`config.mk`:
```
export PLATFORM = sky130hd
export DESIGN_NAME = if_id_fetch_stage
export DESIGN_NICKNAME = d
export VERILOG_FILES = /design/src/rtl/riscv_pkg.sv /design/src/rtl/fetch_debug_fsm.sv /design/src/rtl/if_id_fetch_stage.sv
export SDC_FILE = /design/constraint.sdc
export NUM_CORES = 1
export LEC_CHECK = 0
export CAP_MARGIN = 15
export CORE_MARGIN = 2
export CORE_UTILIZATION = 40
export DETAILED_ROUTE_END_ITERATION = 7
export PLACE_DENSITY = 0.72
export SLEW_MARGIN = 20
export SYNTH_ARGS = -nofsm -noshare
export SYNTH_HDL_FRONTEND = slang
export SYNTH_SLANG_ARGS = --single-unit
export TNS_END_PERCENT = 100
```
`constraint.sdc`:
```
create_clock -name clk -period 5.89 [get_ports clk]
set_input_delay 0.589 -clock clk [delete_from_list [all_inputs] [get_ports clk]]
set_output_delay 0.589 -clock clk [all_outputs]
set_load 0.005 [all_outputs]
```
`src/rtl/riscv_pkg.sv`:
```
// Shared constants and types for the RISC-V pipeline front end.
package riscv_pkg;

  localparam logic [31:0] NOP_INSTR = 32'h0000_0013;

  localparam int unsigned RD_LSB  = 7;
  localparam int unsigned RD_MSB  = 11;
  localparam int unsigned RS1_LSB = 15;
  localparam int unsigned RS1_MSB = 19;
  localparam int unsigned RS2_LSB = 20;
  localparam int unsigned RS2_MSB = 24;

  typedef enum logic [1:0] {
    ST_RUN    = 2'd0,
    ST_HALTED = 2'd1,
    ST_STEP   = 2'd2
  } fetch_state_e;

endpackage

```
`src/rtl/fetch_debug_fsm.sv`:
```
// Debug run/halt/single-step control for the fetch stage; decides when IF may advance.
module fetch_debug_fsm
  import riscv_pkg::*;
(
  input  logic i_clk,
  input  logic i_reset,
  input  logic i_debug_halt,
  input  logic i_debug_step,
  input  logic i_stall,
  input  logic i_redirect_valid,
  output logic o_advance_en,
  output logic o_halted,
  output logic o_step_done
);

  fetch_state_e r_state;
  fetch_state_e w_state_next;
  logic         r_step_done;
  logic         w_step_done_next;

  always_ff @(posedge i_clk) begin
    if (i_reset) begin
      r_state     <= ST_RUN;
      r_step_done <= 1'b0;
    end else begin
      r_state     <= w_state_next;
      r_step_done <= w_step_done_next;
    end
  end

  // A redirect freezes the FSM except in STEP, where it consumes the step.
  always_comb begin
    w_state_next     = r_state;
    o_advance_en     = 1'b0;
    w_step_done_next = 1'b0;
    unique case (r_state)
      ST_RUN: begin
        if (!i_redirect_valid) begin
          if (i_debug_halt) w_state_next = ST_HALTED;
          else              o_advance_en = !i_stall;
        end
      end
      ST_HALTED: begin
        if (!i_redirect_valid) begin
          if (i_debug_step)      w_state_next = ST_STEP;
          else if (!i_debug_halt) w_state_next = ST_RUN;
        end
      end
      ST_STEP: begin
        if (i_redirect_valid || !i_stall) begin
          o_advance_en     = !i_redirect_valid;
          w_step_done_next = 1'b1;
          w_state_next     = ST_HALTED;
        end
      end
      default: w_state_next = ST_RUN;
    endcase
  end

  assign o_halted    = (r_state == ST_HALTED);
  assign o_step_done = r_step_done;

endmodule

```
`src/rtl/if_id_fetch_stage.sv`:
```
// Instruction fetch with PC register, IF/ID pipeline register, stall/flush and debug stepping.
module if_id_fetch_stage
  import riscv_pkg::*;
#(
  parameter int unsigned          PC_WIDTH  = 32,
  parameter logic [PC_WIDTH-1:0]  RESET_PC  = '0,
  parameter logic [31:0]          NOP_INSTR = riscv_pkg::NOP_INSTR,
  parameter int unsigned          CNT_WIDTH = 32
) (
  input  logic                 clk,
  input  logic                 reset,
  output logic [PC_WIDTH-1:0]  imem_addr,
  input  logic [31:0]          imem_rdata,
  input  logic                 stall,
  input  logic                 redirect_valid,
  input  logic [PC_WIDTH-1:0]  redirect_target,
  input  logic                 debug_halt,
  input  logic                 debug_step,
  output logic [PC_WIDTH-1:0]  if_id_pc,
  output logic [31:0]          if_id_instr,
  output logic                 if_id_valid,
  output logic [4:0]           if_id_rs1,
  output logic [4:0]           if_id_rs2,
  output logic                 halted,
  output logic                 step_done,
  output logic [CNT_WIDTH-1:0] fetch_count
);

  logic [PC_WIDTH-1:0]  r_pc;
  logic [PC_WIDTH-1:0]  r_if_id_pc;
  logic [31:0]          r_if_id_instr;
  logic                 r_if_id_valid;
  logic [CNT_WIDTH-1:0] r_fetch_count;
  logic                 w_advance;

  fetch_debug_fsm u_fsm (
    .i_clk            (clk),
    .i_reset          (reset),
    .i_debug_halt     (debug_halt),
    .i_debug_step     (debug_step),
    .i_stall          (stall),
    .i_redirect_valid (redirect_valid),
    .o_advance_en     (w_advance),
    .o_halted         (halted),
    .o_step_done      (step_done)
  );

  always_ff @(posedge clk) begin
    if (reset) begin
      r_pc          <= RESET_PC;
      r_if_id_pc    <= '0;
      r_if_id_instr <= NOP_INSTR;
      r_if_id_valid <= 1'b0;
      r_fetch_count <= '0;
    end else if (redirect_valid) begin
      r_pc          <= {redirect_target[PC_WIDTH-1:2], 2'b00};
      r_if_id_pc    <= '0;
      r_if_id_instr <= NOP_INSTR;
      r_if_id_valid <= 1'b0;
    end else if (w_advance) begin
      r_pc          <= r_pc + PC_WIDTH'(4);
      r_if_id_pc    <= r_pc;
      r_if_id_instr <= imem_rdata;
      r_if_id_valid <= 1'b1;
      r_fetch_count <= r_fetch_count + CNT_WIDTH'(1);
    end
  end

  assign imem_addr   = r_pc;
  assign if_id_pc    = r_if_id_pc;
  assign if_id_instr = r_if_id_instr;
  assign if_id_valid = r_if_id_valid;
  assign if_id_rs1   = r_if_id_instr[RS1_MSB:RS1_LSB];
  assign if_id_rs2   = r_if_id_instr[RS2_MSB:RS2_LSB];
  assign fetch_count = r_fetch_count;

endmodule

```
---- After elaboration in Yosys (flattened, before gate mapping) ----
Cells that the tools add are included.
W data, S select, Z words.
storage, ports and cells
  flip-flop bits (word level) ............. 132
  output and inout port bits .............. 141
  word-level logic and storage cells ...... 42
operators by class
  mux-type cells .......................... 14
  eq/ne operators ......................... 7
  add/subtract/negate cells ............... 2
  reductions and logical operators ........ 9
  bitwise logic cells ..................... 2
operators by type and width
  operator                 number
  $mux W32                 2
  $add A32 B1 Y32 const B  1
  $add A32 B3 Y32 const B  1
  $mux W2                  6
  $ne A2 B2 Y1 const B     3
  $pmux W2 S3              1
  $reduce_and A5 Y1        1
  $mux W1                  4
  $reduce_or A2 Y1         2
  $ne A3 B3 Y1 const B     1
  $eq A2 B1 Y1 const B     1
  $eq A2 B2 Y1 const B     1
  $logic_not A1 Y1         2
  $logic_not A2 Y1         1
  $ne A2 B1 Y1 const B     1
  $not A1 Y1               2
  $pmux W1 S2              1
  $reduce_and A2 Y1        1
  $reduce_bool A2 Y1       1
  $logic_or A1 B1 Y1       1

---- Depth between registers and ports, before layout ----
  word-level depth ........................ 6
  gate-level depth with buffers ........... 7
  depth with buffers taken out ............ 5

---- Modules after synthesis ----
A second synthesis with hierarchy kept.
second synthesis, totals
  cells, all modules ...................... 648
  area total of the unflattened synthesis .. 5811.8 um2
modules (own cells, without submodules)
  module             cells each  area an instance (um2)  seq. area each (um2)  times used
  if_id_fetch_stage  631         5657.9                  2502.4                1
  fetch_debug_fsm    17          153.9                   60.1                  1

---- Worst setup path before layout ----
OpenSTA, ideal clock, no wires.
  kind .................................... input-to-reg
  start ................................... in redirect_valid
  end ..................................... reg r_fetch_count[31], in the netlist fetch_count[31]
  setup slack ............................. 3854 ps
  buffers on the path ..................... 2
  stages .................................. 6
  data required time ...................... 5769 ps
  arrival ................................. 1916 ps
  cells stage by stage .................... clkbuf_1 and4b_1 nand3_1 clkbuf_1 nor4_1 mux2_2
between the ends
  word-level cells in the longest chain between the ends .. 4
  elaborated cells on any way between the ends .. 7
ends and longest elaborated chain
  what                                                    line                     source
  start: declaration                                      if_id_fetch_stage.sv:15  input logic redirect_valid,
  $logic_not A1 Y1 or $logic_or A1 B1 Y1 (tied branches)  n/a
  $mux W1                                                 fetch_debug_fsm.sv:50    if (i_redirect_valid || !i_stall) begin
  $pmux W1 S2                                             fetch_debug_fsm.sv:36    unique case (r_state)
  $reduce_and A2 Y1 (no source line) (*)                  n/a
  end signal: assignment                                  if_id_fetch_stage.sv:65  r_fetch_count <= r_fetch_count + CNT_WIDTH'(1);
  end: declaration                                        if_id_fetch_stage.sv:33  logic [CNT_WIDTH-1:0] r_fetch_count;
Every way passes the cells marked *; elsewhere a longest branch is shown, timed or not.
A chain may end at the register's enable or synchronous reset.

---- Worst setup path after layout ----
  start ................................... in redirect_valid
  end ..................................... reg r_pc[14], in the netlist imem_addr[14]
between the ends
  word-level cells in the longest chain between the ends .. 4
  elaborated cells on any way between the ends .. 7
ends and longest elaborated chain
  what                                                    line                     source
  $logic_not A1 Y1 or $logic_or A1 B1 Y1 (tied branches)  n/a
  $mux W1                                                 fetch_debug_fsm.sv:50
  $pmux W1 S2                                             fetch_debug_fsm.sv:36
  $reduce_bool A2 Y1 (no source line)                     n/a
  end signal: assignment                                  if_id_fetch_stage.sv:56  r_pc <= {redirect_target[PC_WIDTH-1:2], 2'b00};
  end signal: assignment                                  if_id_fetch_stage.sv:61  r_pc <= r_pc + PC_WIDTH'(4);
  end: declaration                                        if_id_fetch_stage.sv:29  logic [PC_WIDTH-1:0] r_pc;
Several ways; a longest one is shown, not always the timed one.

==> out/summary.txt <==
Vias/cell - 5.43
Layout Area Growth over Synthesis - 44.3%
number of synthesized flops with an enable pin - 0
Adder-Cell Fraction of Synth Area - 0.00417
Synth cell types - 62
hold depth - 2
Final Slew Violations - 0
core area - 14600 µm²
post-route ant nets - 0
PostCTS Resize Cnt - 0
final wirelength - 17500 µm
sequential power share - 0.390
clock power share - 0.533
post-synthesis mux area share - 0.0169
FF+latch count, synth - 128
Placed Cells - 1068
row count - 44
ys flop type - dfxtp_1
Max Fclk - 0.318 GHz
relative slew slack - 0.463
Critical Path Source Type - primary input
gp weighted congestion - 0.770
Overall Global Routing Usage - 0.216
worst vdd ir - 0.183 mV
hold_ws - 0.452 ns
gr ovfl total - 0
CP startpoint - redirect_valid
Gate Count Post-Synth - 739
ANT cells - 0
Critical Path Fanout Max - 46
sequential share of the synthesized area - 0.427
Post-CTS Setup Repair Bufs - 0
worst reg2reg path depth - 4
clock sink count - 128
main combinational cell family by area after synthesis - simple AND/OR/NAND/NOR gates
Final Hold Viols - 0
Max Cap Viol - 0
Data arrival, critical path - 3.49 ns
commonest non-fill, non-tap cells in the layout - clkdlybuf4s50_1 (203), nand2_1 (157), dfxtp_1 (128), a21oi_1 (76), nor2_1 (44)
combinational power share - 0.077
Synth Area per Inst - 8.12 µm²
CTS tree - done
clock latency on the worst-skew pair - 0.43 ns
run status - finished, final reports clean
Sw Share - 0.222
Reg clk slew, reported paths - 0.06 ns
placed cell area - 7960 µm²
nets@finish - 975
Root Driver - clkbuf_16
die height - 127 µm
Psw - 0.522 mW
global-route wire length before repair - 28100 µm
pin count of the biggest net entering global routing - 68
Crit Path Class - primary input to flop
H-tree Lvls - 4
Leak - 2.90 nW
PortBufs - 204
Clock Skew - 0.0107 ns
die width - 127 µm
Die ar. - 16000 µm²
simple-gate share of the synthesized area - 0.297
Min-Delay Path Class - flop to flop
ys async rst share - 0
Slew @ Worst Pin - 0.805 ns
Finished Cell Area - 8660 µm²
antenna violations before repair - 0
Top-Level Pins - 211
Crit path required time - 6.23 ns
hold_buf cts - 0
Hold Crit Start - if_id_pc[17]
Num CTS Buffers - 17
synthesized cell area - 6000 µm²
post-synthesis compound-gate area fraction - 0.166
most common cell after layout, fill and taps aside - clkdlybuf4s50_1
vias in the first global route - 5421
share of cells above drive strength 1 - 0.0688
Post-Layout Cell Count - 1100
pwr dens - 272 nW/µm²
crit share post-route - 0.534
DPL Wire Length - 11500 µm
RSZ-0062 raised after global routing - false
DRC violations left - 0
Int Power - 1.83 mW
Post-Synth XOR/XNOR Area - 0.0190
Ys Warns - 0
final setup TNS - 0 ns
FF-to-FF Start - u_fsm.r_state[1]
routed length per instance - 15.9 µm
area occupied by multi-input gates - 3050 µm²
Detailed Routing Iterations Pass 1 - 5
register-to-register path setup slack - 3.05 ns
post-route minimum period - 3.14 ns
drt initial violations - 363
Fill cells - 1344
Clock Tree Buf Depth - 2
via count - 5970
Starting Density - 0.411
Crit. End Element - flop
final setup vio count - 0
Storage cell area - 2560 µm²
-- worst max-delay path, stage by stage --
cell and delay, ns:
clkdlybuf4s50_1 0.39, buf_4 0.26, inv_2 0.63, nand3_2 0.70, or4_1 0.71, a31oi_1 0.18
-- registers in the layout (all words and copies together), names as in the netlist --
register	count
u_fsm.o_step_done	1
if_id_instr	32
if_id_pc	30
u_fsm.r_state	2
imem_addr	30
fetch_count	32
if_id_valid	1
-- stage by stage --
stage	setup WS [ns]	power [mW]	utilization
finish	2.75	2.36	0.594
detailed placement	2.33	1.12	0.546
CTS	2.74	2.36	0.594
global placement	2.35	1.12	0.546
global route	2.50	2.43	0.594
floorplan	3.85	1.01	-
-- power groups by stage --
| stage | Clock [mW] | Combinational, mW | Sequential (mW) |
|---|---|---|---|
| CTS | 1.26 | 0.183 | 0.917 |
| global route | 1.31 | 0.199 | 0.921 |
| detailed placement | 0 | 0.182 | 0.936 |
| floorplan | 0 | 0.0857 | 0.927 |
| finish | 1.26 | 0.182 | 0.918 |
| global placement | 0 | 0.181 | 0.935 |
-- path summary, 6_finish.rpt --
check               endpoint
min             if_id_pc[17]
max reg2reg  fetch_count[25]
max            imem_addr[14]
min reg2reg     if_id_pc[17]
-- cell usage after synthesis, types with 3 or more instances --
| library cell | instances | area [µm²] |
|---|---|---|
| buf_6 | 4 | 45.0 |
| nand2_1 | 158 | 593 |
| o31ai_1 | 16 | 120 |
| nand4_1 | 24 | 150 |
| o41ai_1 | 3 | 26.3 |
| nand3_1 | 24 | 120 |
| dfxtp_1 | 128 | 2560 |
| a21oi_1 | 76 | 380 |
| nor4_1 | 14 | 87.6 |
| nor2b_1 | 18 | 113 |
| a2111oi_0 | 7 | 61.3 |
| nor2_1 | 44 | 165 |
| inv_1 | 6 | 22.5 |
| a311oi_1 | 8 | 70.1 |
| clkbuf_8 | 3 | 41.3 |
| buf_2 | 9 | 45.0 |
| buf_4 | 15 | 113 |
| o31a_1 | 3 | 26.3 |
| nor3_1 | 6 | 30.0 |
| and3_1 | 12 | 75.1 |
| buf_1 | 9 | 33.8 |
| a211oi_1 | 7 | 52.6 |
| o21ai_0 | 6 | 30.0 |
| or4_1 | 19 | 143 |
| mux2_2 | 9 | 101 |
| and4_1 | 9 | 78.8 |
| a31oi_1 | 8 | 50.1 |
| and2_1 | 5 | 31.3 |
| xnor2_1 | 3 | 26.3 |
| o311ai_0 | 3 | 26.3 |
| or3_1 | 7 | 43.8 |
| nor3b_1 | 3 | 22.5 |
| xor2_1 | 10 | 87.6 |
| clkbuf_1 | 29 | 109 |
-- kinds of logic (layout without fill, tap and decap cells) --
logic type | Yosys count | after routing
xor+xnor | 13 | 13
mux | 9 | 9
other cells | 1 | 4
flops | 128 | 128
compound gates | 153 | 153
buf+inv | 77 | 251
fa+ha+maj | 2 | 2
simple gates | 356 | 356
-- layer usage --
| layer | track usage | wire length [µm] | up-vias |
|---|---|---|---|
| li1 | - | - | 2972 |
| met1 | 0.282 | 7870 | 2779 |
| met2 | 0.341 | 8080 | 191 |
| met3 | 0.0599 | 1200 | 28 |
| met4 | 0.0802 | 317 | 0 |
| met5 | 0 | 0 | - |
-- cell type report --
cell class	count	share of cell area
Multi-Input combinational cell	537	0.352
Sequential cell	128	0.296
Timing Repair Buffer	211	0.241
Clock buffer	18	0.0507
Clock inverter	14	0.0302
Tap cell	184	0.0266
Inverter	8	0.00347
No activity file was read; power rests on OpenSTA's default activity.
